--- src/rtl/gcm_ghash_seq.sv ---
// GCM GHASH input sequencer: pads AAD/CT blocks and appends the length block.
// Optional protocol checking enabled by defining GCM_SEQ_ERR_EN.
module gcm_ghash_seq #(
  parameter int LEN_W = 61
) (
  input  logic         clk,
  input  logic         rst,
  input  logic         start,
  input  logic         has_aad,
  input  logic         has_ct,
  input  logic         in_valid,
  output logic         in_ready,
  input  logic [127:0] in_data,
  input  logic [4:0]   in_bytes,
  input  logic         in_last,
  output logic         gh_valid,
  input  logic         gh_ready,
  output logic [127:0] gh_block,
  output logic         gh_is_len,
  output logic [63:0]  len_aad_bits,
  output logic [63:0]  len_ct_bits,
  output logic         busy,
  output logic         done,
  output logic         err
);

  typedef enum logic [2:0] {
    S_IDLE, S_AAD, S_CT, S_LEN, S_DONE
  } state_t;

  state_t             state_q, state_d;
  logic               has_ct_q, has_ct_d;
  logic [LEN_W-1:0]   cnt_aad_q, cnt_aad_d;
  logic [LEN_W-1:0]   cnt_ct_q, cnt_ct_d;
  logic               vld_q, vld_d;
  logic [127:0]       blk_q, blk_d;
  logic               is_len_q, is_len_d;
  logic               done_q, done_d;
  logic               err_q, err_d;

  logic [4:0]         nb;
  logic               bad;
  logic [127:0]       padded;
  logic               out_free;
  logic               acc;

  always_comb begin
    nb  = in_bytes;
    bad = 1'b0;
`ifdef GCM_SEQ_ERR_EN
    bad = (in_bytes == 5'd0) || (in_bytes > 5'd16) ||
          ((in_bytes < 5'd16) && !in_last);
`else
    if ((in_bytes == 5'd0) || (in_bytes > 5'd16))
      nb = 5'd16;
`endif
    padded = '0;
    for (int i = 0; i < 16; i++)
      if (5'(i) < nb)
        padded[127-8*i -: 8] = in_data[127-8*i -: 8];
  end

  assign out_free = !vld_q || gh_ready;
  assign in_ready = ((state_q == S_AAD) || (state_q == S_CT)) &&
                    out_free && !err_q;
  assign acc      = in_valid && in_ready;

  assign len_aad_bits = 64'({cnt_aad_q, 3'b000});
  assign len_ct_bits  = 64'({cnt_ct_q, 3'b000});

  assign gh_valid  = vld_q;
  assign gh_block  = blk_q;
  assign gh_is_len = is_len_q;
  assign busy      = (state_q == S_AAD) || (state_q == S_CT) ||
                     (state_q == S_LEN);
  assign done      = done_q;
  assign err       = err_q;

  always_comb begin
    state_d   = state_q;
    has_ct_d  = has_ct_q;
    cnt_aad_d = cnt_aad_q;
    cnt_ct_d  = cnt_ct_q;
    vld_d     = vld_q;
    blk_d     = blk_q;
    is_len_d  = is_len_q;
    done_d    = 1'b0;
    err_d     = err_q;

    if (vld_q && gh_ready) begin
      vld_d    = 1'b0;
      is_len_d = 1'b0;
    end

    unique case (state_q)
      S_AAD, S_CT: begin
        if (acc) begin
          if (bad) begin
            err_d = 1'b1;
          end else begin
            vld_d    = 1'b1;
            blk_d    = padded;
            is_len_d = 1'b0;
            if (state_q == S_AAD)
              cnt_aad_d = cnt_aad_q + LEN_W'(nb);
            else
              cnt_ct_d = cnt_ct_q + LEN_W'(nb);
            if (in_last)
              state_d = (state_q == S_AAD && has_ct_q) ? S_CT : S_LEN;
          end
        end
      end
      S_LEN: begin
        // Length block goes out only after the last data block has left.
        if (vld_q && is_len_q) begin
          if (gh_ready) begin
            state_d = S_DONE;
            done_d  = 1'b1;
          end
        end else if (out_free) begin
          vld_d    = 1'b1;
          blk_d    = {len_aad_bits, len_ct_bits};
          is_len_d = 1'b1;
        end
      end
      default: ;
    endcase

    if (start) begin
      cnt_aad_d = '0;
      cnt_ct_d  = '0;
      vld_d     = 1'b0;
      is_len_d  = 1'b0;
      done_d    = 1'b0;
      err_d     = 1'b0;
      has_ct_d  = has_ct;
      state_d   = has_aad ? S_AAD : (has_ct ? S_CT : S_LEN);
    end
  end

  always_ff @(posedge clk) begin
    if (rst) begin
      state_q   <= S_IDLE;
      has_ct_q  <= 1'b0;
      cnt_aad_q <= '0;
      cnt_ct_q  <= '0;
      vld_q     <= 1'b0;
      blk_q     <= '0;
      is_len_q  <= 1'b0;
      done_q    <= 1'b0;
      err_q     <= 1'b0;
    end else begin
      state_q   <= state_d;
      has_ct_q  <= has_ct_d;
      cnt_aad_q <= cnt_aad_d;
      cnt_ct_q  <= cnt_ct_d;
      vld_q     <= vld_d;
      blk_q     <= blk_d;
      is_len_q  <= is_len_d;
      done_q    <= done_d;
      err_q     <= err_d;
    end
  end

endmodule

--- config.mk ---
export PLATFORM = sky130hd
export DESIGN_NAME = gcm_ghash_seq
export DESIGN_NICKNAME = d
export VERILOG_FILES = /design/src/rtl/gcm_ghash_seq.sv
export SDC_FILE = /design/constraint.sdc
export NUM_CORES = 1
export LEC_CHECK = 0
export BUFFER_PORTS_ARGS = -buffer_cell sky130_fd_sc_hd__buf_2
export CAP_MARGIN = 20
export CORE_MARGIN = 10
export CORE_UTILIZATION = 55
export CTS_CLUSTER_SIZE = 12
export DETAILED_ROUTE_END_ITERATION = 12
export GPL_TIMING_DRIVEN = 0
export PLACE_DENSITY = 0.82
export SYNTH_ARGS = -nofsm -noshare
export SYNTH_HDL_FRONTEND = slang
export SYNTH_SLANG_ARGS = --single-unit
export TNS_END_PERCENT = 50
--- constraint.sdc ---
create_clock -name clk -period 12.7 [get_ports clk]
set_input_delay 1.905 -clock clk [delete_from_list [all_inputs] [get_ports clk]]
set_output_delay 1.905 -clock clk [all_outputs]
set_load 0.05 [all_outputs]
==> summary.md <==
| Metric | Value |
|---|---|
| Status | `finished, final reports clean` |
| FILL cells | `1800` |
| Largest area contributor in the netlist | `sky130_fd_sc_hd__dfxtp_1` |
| Final Routed Wirelength | `46400 um` |
| Clock transition at the registers of the reported paths | `0.06 ns` |
| Root buf cell | `sky130_fd_sc_hd__clkbuf_16` |
| Launching element of the worst setup path | `in_bytes[1]` |
| Critical path buffer and inverter count | `5` |
| Clock tree buffer depth | `3` |
| Detailed placer's ending HPWL | `34600 um` |
| Synthesized area per cell | `8.17 um2` |
| Die footprint | `28400 um2` |
| Flop and latch count out of synthesis | `257` |
| Setup Viol. Count Final | `0` |
| Clock buffers created by TritonCTS | `28` |
| Source of the worst register-to-register timing path | `state_q[0]$_SDFFE_PP0P_` |
| Drt first pass iters | `6` |
| Cell area after synthesis | `12100 um2` |
| GR Util met2 | `52.4%` |
| Fraction of power consumed by the clock network | `32.9%` |
| # DRC | `0` |
| Vias in the first global route | `13127` |
| Prevailing post-synth register cell | `sky130_fd_sc_hd__dfxtp_1` |
| Biggest cell delay along the critical path | `0.74 ns` |
| Final Hold Viols | `0` |
| Number of gates resized after cts | `0` |
| End-of-flow core utilization | `70.7%` |
| First DRT Iteration DRCs | `1414` |
| Routed vias/inst | `6.21` |
| Endpoint required time on the critical path | `13.13 ns` |
| Routing layer with the top usage in global route | `met2` |
| Largest net degree at the start of global routing | `14` |
| Die boundary width | `168 um` |
| Post-synth top area share | `42.4%` |
| Critical setup path kind | `input port to register` |
| Number of setup buffers added after CTS | `0` |
| Worst vdd ir | `0.159 mV` |
| Top Family by Delay on Critical Path | `compound AO/OA/AOI/OAI gates` |
| Clock latency on the worst-skew pair | `0.54 ns` |
| Nature of the critical path endpoint | `register` |
| Post-route fraction of the period consumed by the critical path | `47.2%` |
| Count of nets after finishing | `2064` |
| Number of flops mapped to enable cells by yosys | `0` |
| Crit-path slowest cell | `sky130_fd_sc_hd__a31oi_1` |
| Max FO, Critical Path | `10` |
| Number of antenna violations at the first check in global routing | `3` |
| Switching part of the total | `37.3%` |
| Max cap viols | `0` |
| Critical-path cell list | `buf_2, or2_2, nand2b_1, ha_1, clkbuf_1, clkbuf_1, nor2b_1, ha_1, inv_1, a221oi_1, o311ai_0, a31oi_1, buf_4, nand4_1, mux2i_1` |
| Total Neg Setup Slack | `0 ns` |
| Pwr/cell area | `160 nW/um2` |
| Fraction of layout cells with a size suffix above 1 | `24.7%` |
| Number of unique standard cell types used by synthesis | `63` |
| Vias | `13763` |
| Final Critical Period | `5.99 ns` |
| Antenna Violating Nets Remaining | `0` |
| H-tree levels | `1` |
| Min-delay src | `gh_block[66]$_SDFFE_PP0P_` |
| Top-level I/O count | `403` |
| Share of total power in sequential cells | `37.6%` |
| Yosys warnings | `0` |
| Cell count after synthesis | `1485` |
| Kind of launch point of the worst setup path | `input port` |
| Unrepaired setup endpoints after global routing | `no` |
| Slew Viols, Final | `0` |
| Global routing usage on met3 | `7.69%` |
| Global-route total usage across every layer | `30.1%` |
| Clock tree from TritonCTS | `yes` |
| Leakage component of the power | `6.31 nW` |
| Switching power | `0.921 mW` |
| Path category of the worst min-delay check | `register to register` |
| Core outline area | `21800 um2` |
| Worst Tran Pin Value | `1.17 ns` |
| Post-cts hold buffer count | `0` |
| Portion of total power attributed to combinational logic | `29.5%` |
| Internal portion of total power | `1.55 mW` |
| Ys async rst share | `0%` |
| Initial cell density of the core | `55.7%` |
| Number of input and output port buffers inserted | `394` |
| Met1 Use GR | `35.8%` |
| Highest achievable clock rate | `167 MHz` |
| First-pass GRT wire length | `71400 um` |
| Clock Skews | `0.0138 ns` |
| WL per Instance | `21.0 um` |
| # rows | `54` |
| Area contributors post-synth | `sky130_fd_sc_hd__dfxtp_1 (42%), sky130_fd_sc_hd__a221oi_1 (8.6%), sky130_fd_sc_hd__nor2_1 (6.4%)` |
| Clock sink count | `257` |
| Area growth from synthesis to layout | `26.8%` |
| Die boundary height | `168 um` |
| Global-route congestion overflow total | `0` |
| Final GP Congestion | `0.933` |
| Worst Path Arrival | `6.42 ns` |
| Share of the yosys chip area belonging to registers | `42.4%` |
| Slew margin rel. | `22.3%` |
==> placed cells by master, fill, tap and decap left out, types with 40 or more instances in the layout <==
cell and instances:
sky130_fd_sc_hd__a21oi_1 103, sky130_fd_sc_hd__a221oi_1 119, sky130_fd_sc_hd__buf_2 404, sky130_fd_sc_hd__clkbuf_1 98
sky130_fd_sc_hd__dfxtp_1 257, sky130_fd_sc_hd__nand2_1 79, sky130_fd_sc_hd__nand3_1 44, sky130_fd_sc_hd__nand4_1 40
sky130_fd_sc_hd__nor2_1 208, sky130_fd_sc_hd__nor3_1 139, sky130_fd_sc_hd__o21ai_0 61, sky130_fd_sc_hd__or3_1 57
==> cells by family after synthesis <==
logic type	synth area share, %
AO/OA/AOI/OAI	21.0
XOR/XNOR	2.74
adder cells (fa/ha/maj)	0.722
buffers and inverters	4.87
flip-flops	42.4
multiplexers	0.588
other	0.0309
AND/OR/NAND/NOR	27.6
==> cells in the mapped netlist, types with 3 or more instances <==
| master | n |
|---|---|
| sky130_fd_sc_hd__o31ai_1 | 20 |
| sky130_fd_sc_hd__a21oi_1 | 103 |
| sky130_fd_sc_hd__o21ai_0 | 61 |
| sky130_fd_sc_hd__dfxtp_1 | 257 |
| sky130_fd_sc_hd__or2_2 | 3 |
| sky130_fd_sc_hd__mux2i_1 | 6 |
| sky130_fd_sc_hd__a221oi_1 | 119 |
| sky130_fd_sc_hd__and3_1 | 21 |
| sky130_fd_sc_hd__a41o_1 | 3 |
| sky130_fd_sc_hd__a31oi_1 | 7 |
| sky130_fd_sc_hd__nand2b_1 | 7 |
| sky130_fd_sc_hd__xor2_1 | 29 |
| sky130_fd_sc_hd__buf_1 | 4 |
| sky130_fd_sc_hd__nand4b_1 | 3 |
| sky130_fd_sc_hd__or3_1 | 57 |
| sky130_fd_sc_hd__nor2_1 | 208 |
| sky130_fd_sc_hd__nor4_1 | 7 |
| sky130_fd_sc_hd__nand3_1 | 44 |
| sky130_fd_sc_hd__clkbuf_1 | 91 |
| sky130_fd_sc_hd__a21oi_2 | 3 |
| sky130_fd_sc_hd__nor2b_1 | 7 |
| sky130_fd_sc_hd__buf_4 | 9 |
| sky130_fd_sc_hd__and2_1 | 4 |
| sky130_fd_sc_hd__o21a_1 | 4 |
| sky130_fd_sc_hd__or4_1 | 18 |
| sky130_fd_sc_hd__inv_1 | 25 |
| sky130_fd_sc_hd__nor3_1 | 139 |
| sky130_fd_sc_hd__buf_2 | 9 |
| sky130_fd_sc_hd__a211oi_1 | 10 |
| sky130_fd_sc_hd__a31o_2 | 6 |
| sky130_fd_sc_hd__nand2_1 | 79 |
| sky130_fd_sc_hd__o211ai_1 | 4 |
| sky130_fd_sc_hd__nor3b_1 | 7 |
| sky130_fd_sc_hd__o2111ai_1 | 5 |
| sky130_fd_sc_hd__nand4_1 | 40 |
| sky130_fd_sc_hd__o311ai_0 | 4 |
| sky130_fd_sc_hd__and4_1 | 13 |
| sky130_fd_sc_hd__xnor2_1 | 9 |
| sky130_fd_sc_hd__ha_1 | 7 |
==> cell type report <==
| class | instances | area (um2) | area share (%) |
|---|---|---|---|
| antenna | 3 | 7.51 | 0.0488 |
| buffer | 115 | 497 | 3.23 |
| sequential | 257 | 5140 | 33.4 |
| clock buffer | 40 | 807 | 5.25 |
| tap | 280 | 350 | 2.28 |
| inverter | 25 | 93.8 | 0.610 |
| clock inverter | 7 | 91.3 | 0.594 |
| multi-input combinational | 1094 | 6410 | 41.7 |
| timing repair buffer | 395 | 1980 | 12.9 |
==> per-stage QoR <==
step | setup WS (ns) | power, mW | hold WS [ns] | instance area [um2] | cells
finish | 6.71 | 2.47 | 0.455 | 15400 | 2216
global route | 6.41 | 2.55 | 0.470 | 15400 | 2214
floorplan | 7.31 | 1.47 | 0.433 | 12200 | 1491
global placement | 6.44 | 1.65 | 0.435 | 14500 | 2165
CTS | 6.88 | 2.47 | 0.449 | 15400 | 2213
detailed placement | 6.34 | 1.67 | 0.441 | 14500 | 2166
==> layer usage <==
layer | wire length [um] | up-vias | share of wire (%)
met1 | 17700 | 6556 | 38
met2 | 23000 | 704 | 50
met3 | 4590 | 88 | 9.9
met4 | 1110 | 0 | 2.4
met5 | 0 | - | 0
li1 | - | 6415 | -
==> final timing paths <==
check / endpoint / slack, ns / cells past startpoint
worst max-delay path: cnt_aad_q[23]$_SDFFE_PP0P_ / 6.71 / 15
worst min-delay path: gh_block[66]$_SDFFE_PP0P_ / 0.46 / 2
worst max register to register: cnt_aad_q[23]$_SDFFE_PP0P_ / 9.38 / 7
worst min register to register: gh_block[66]$_SDFFE_PP0P_ / 0.46 / 2
==> flip-flops by register name, indices dropped and copies added (netlist names) <==
| name | flops |
|---|---|
| gh_block | 128 |
| cnt_aad_q | 61 |
| cnt_ct_q | 61 |
| state_q | 3 |
| done | 1 |
| gh_is_len | 1 |
| gh_valid | 1 |
| has_ct_q | 1 |
==> worst reg2reg max path, stage by stage (launching register included) <==
cell and delay (ns):
sky130_fd_sc_hd__dfxtp_1 0.42, sky130_fd_sc_hd__or3b_4 0.42, sky130_fd_sc_hd__nor4_1 0.57, sky130_fd_sc_hd__nand2_1 0.44
sky130_fd_sc_hd__a31oi_1 0.75, sky130_fd_sc_hd__buf_4 0.33, sky130_fd_sc_hd__nand4_1 0.13, sky130_fd_sc_hd__mux2i_1 0.16
==> power groups by stage <==
stage	clock network (mW)	registers, mW	logic [mW]
final	0.812	0.926	0.728
after CTS	0.814	0.926	0.726
after floorplan	0	1.21	0.254
after global routing	0.845	0.934	0.774
after detailed placement	0	0.942	0.723
after global placement	0	0.939	0.714
Note: power is estimated with default switching activity, not from simulation.
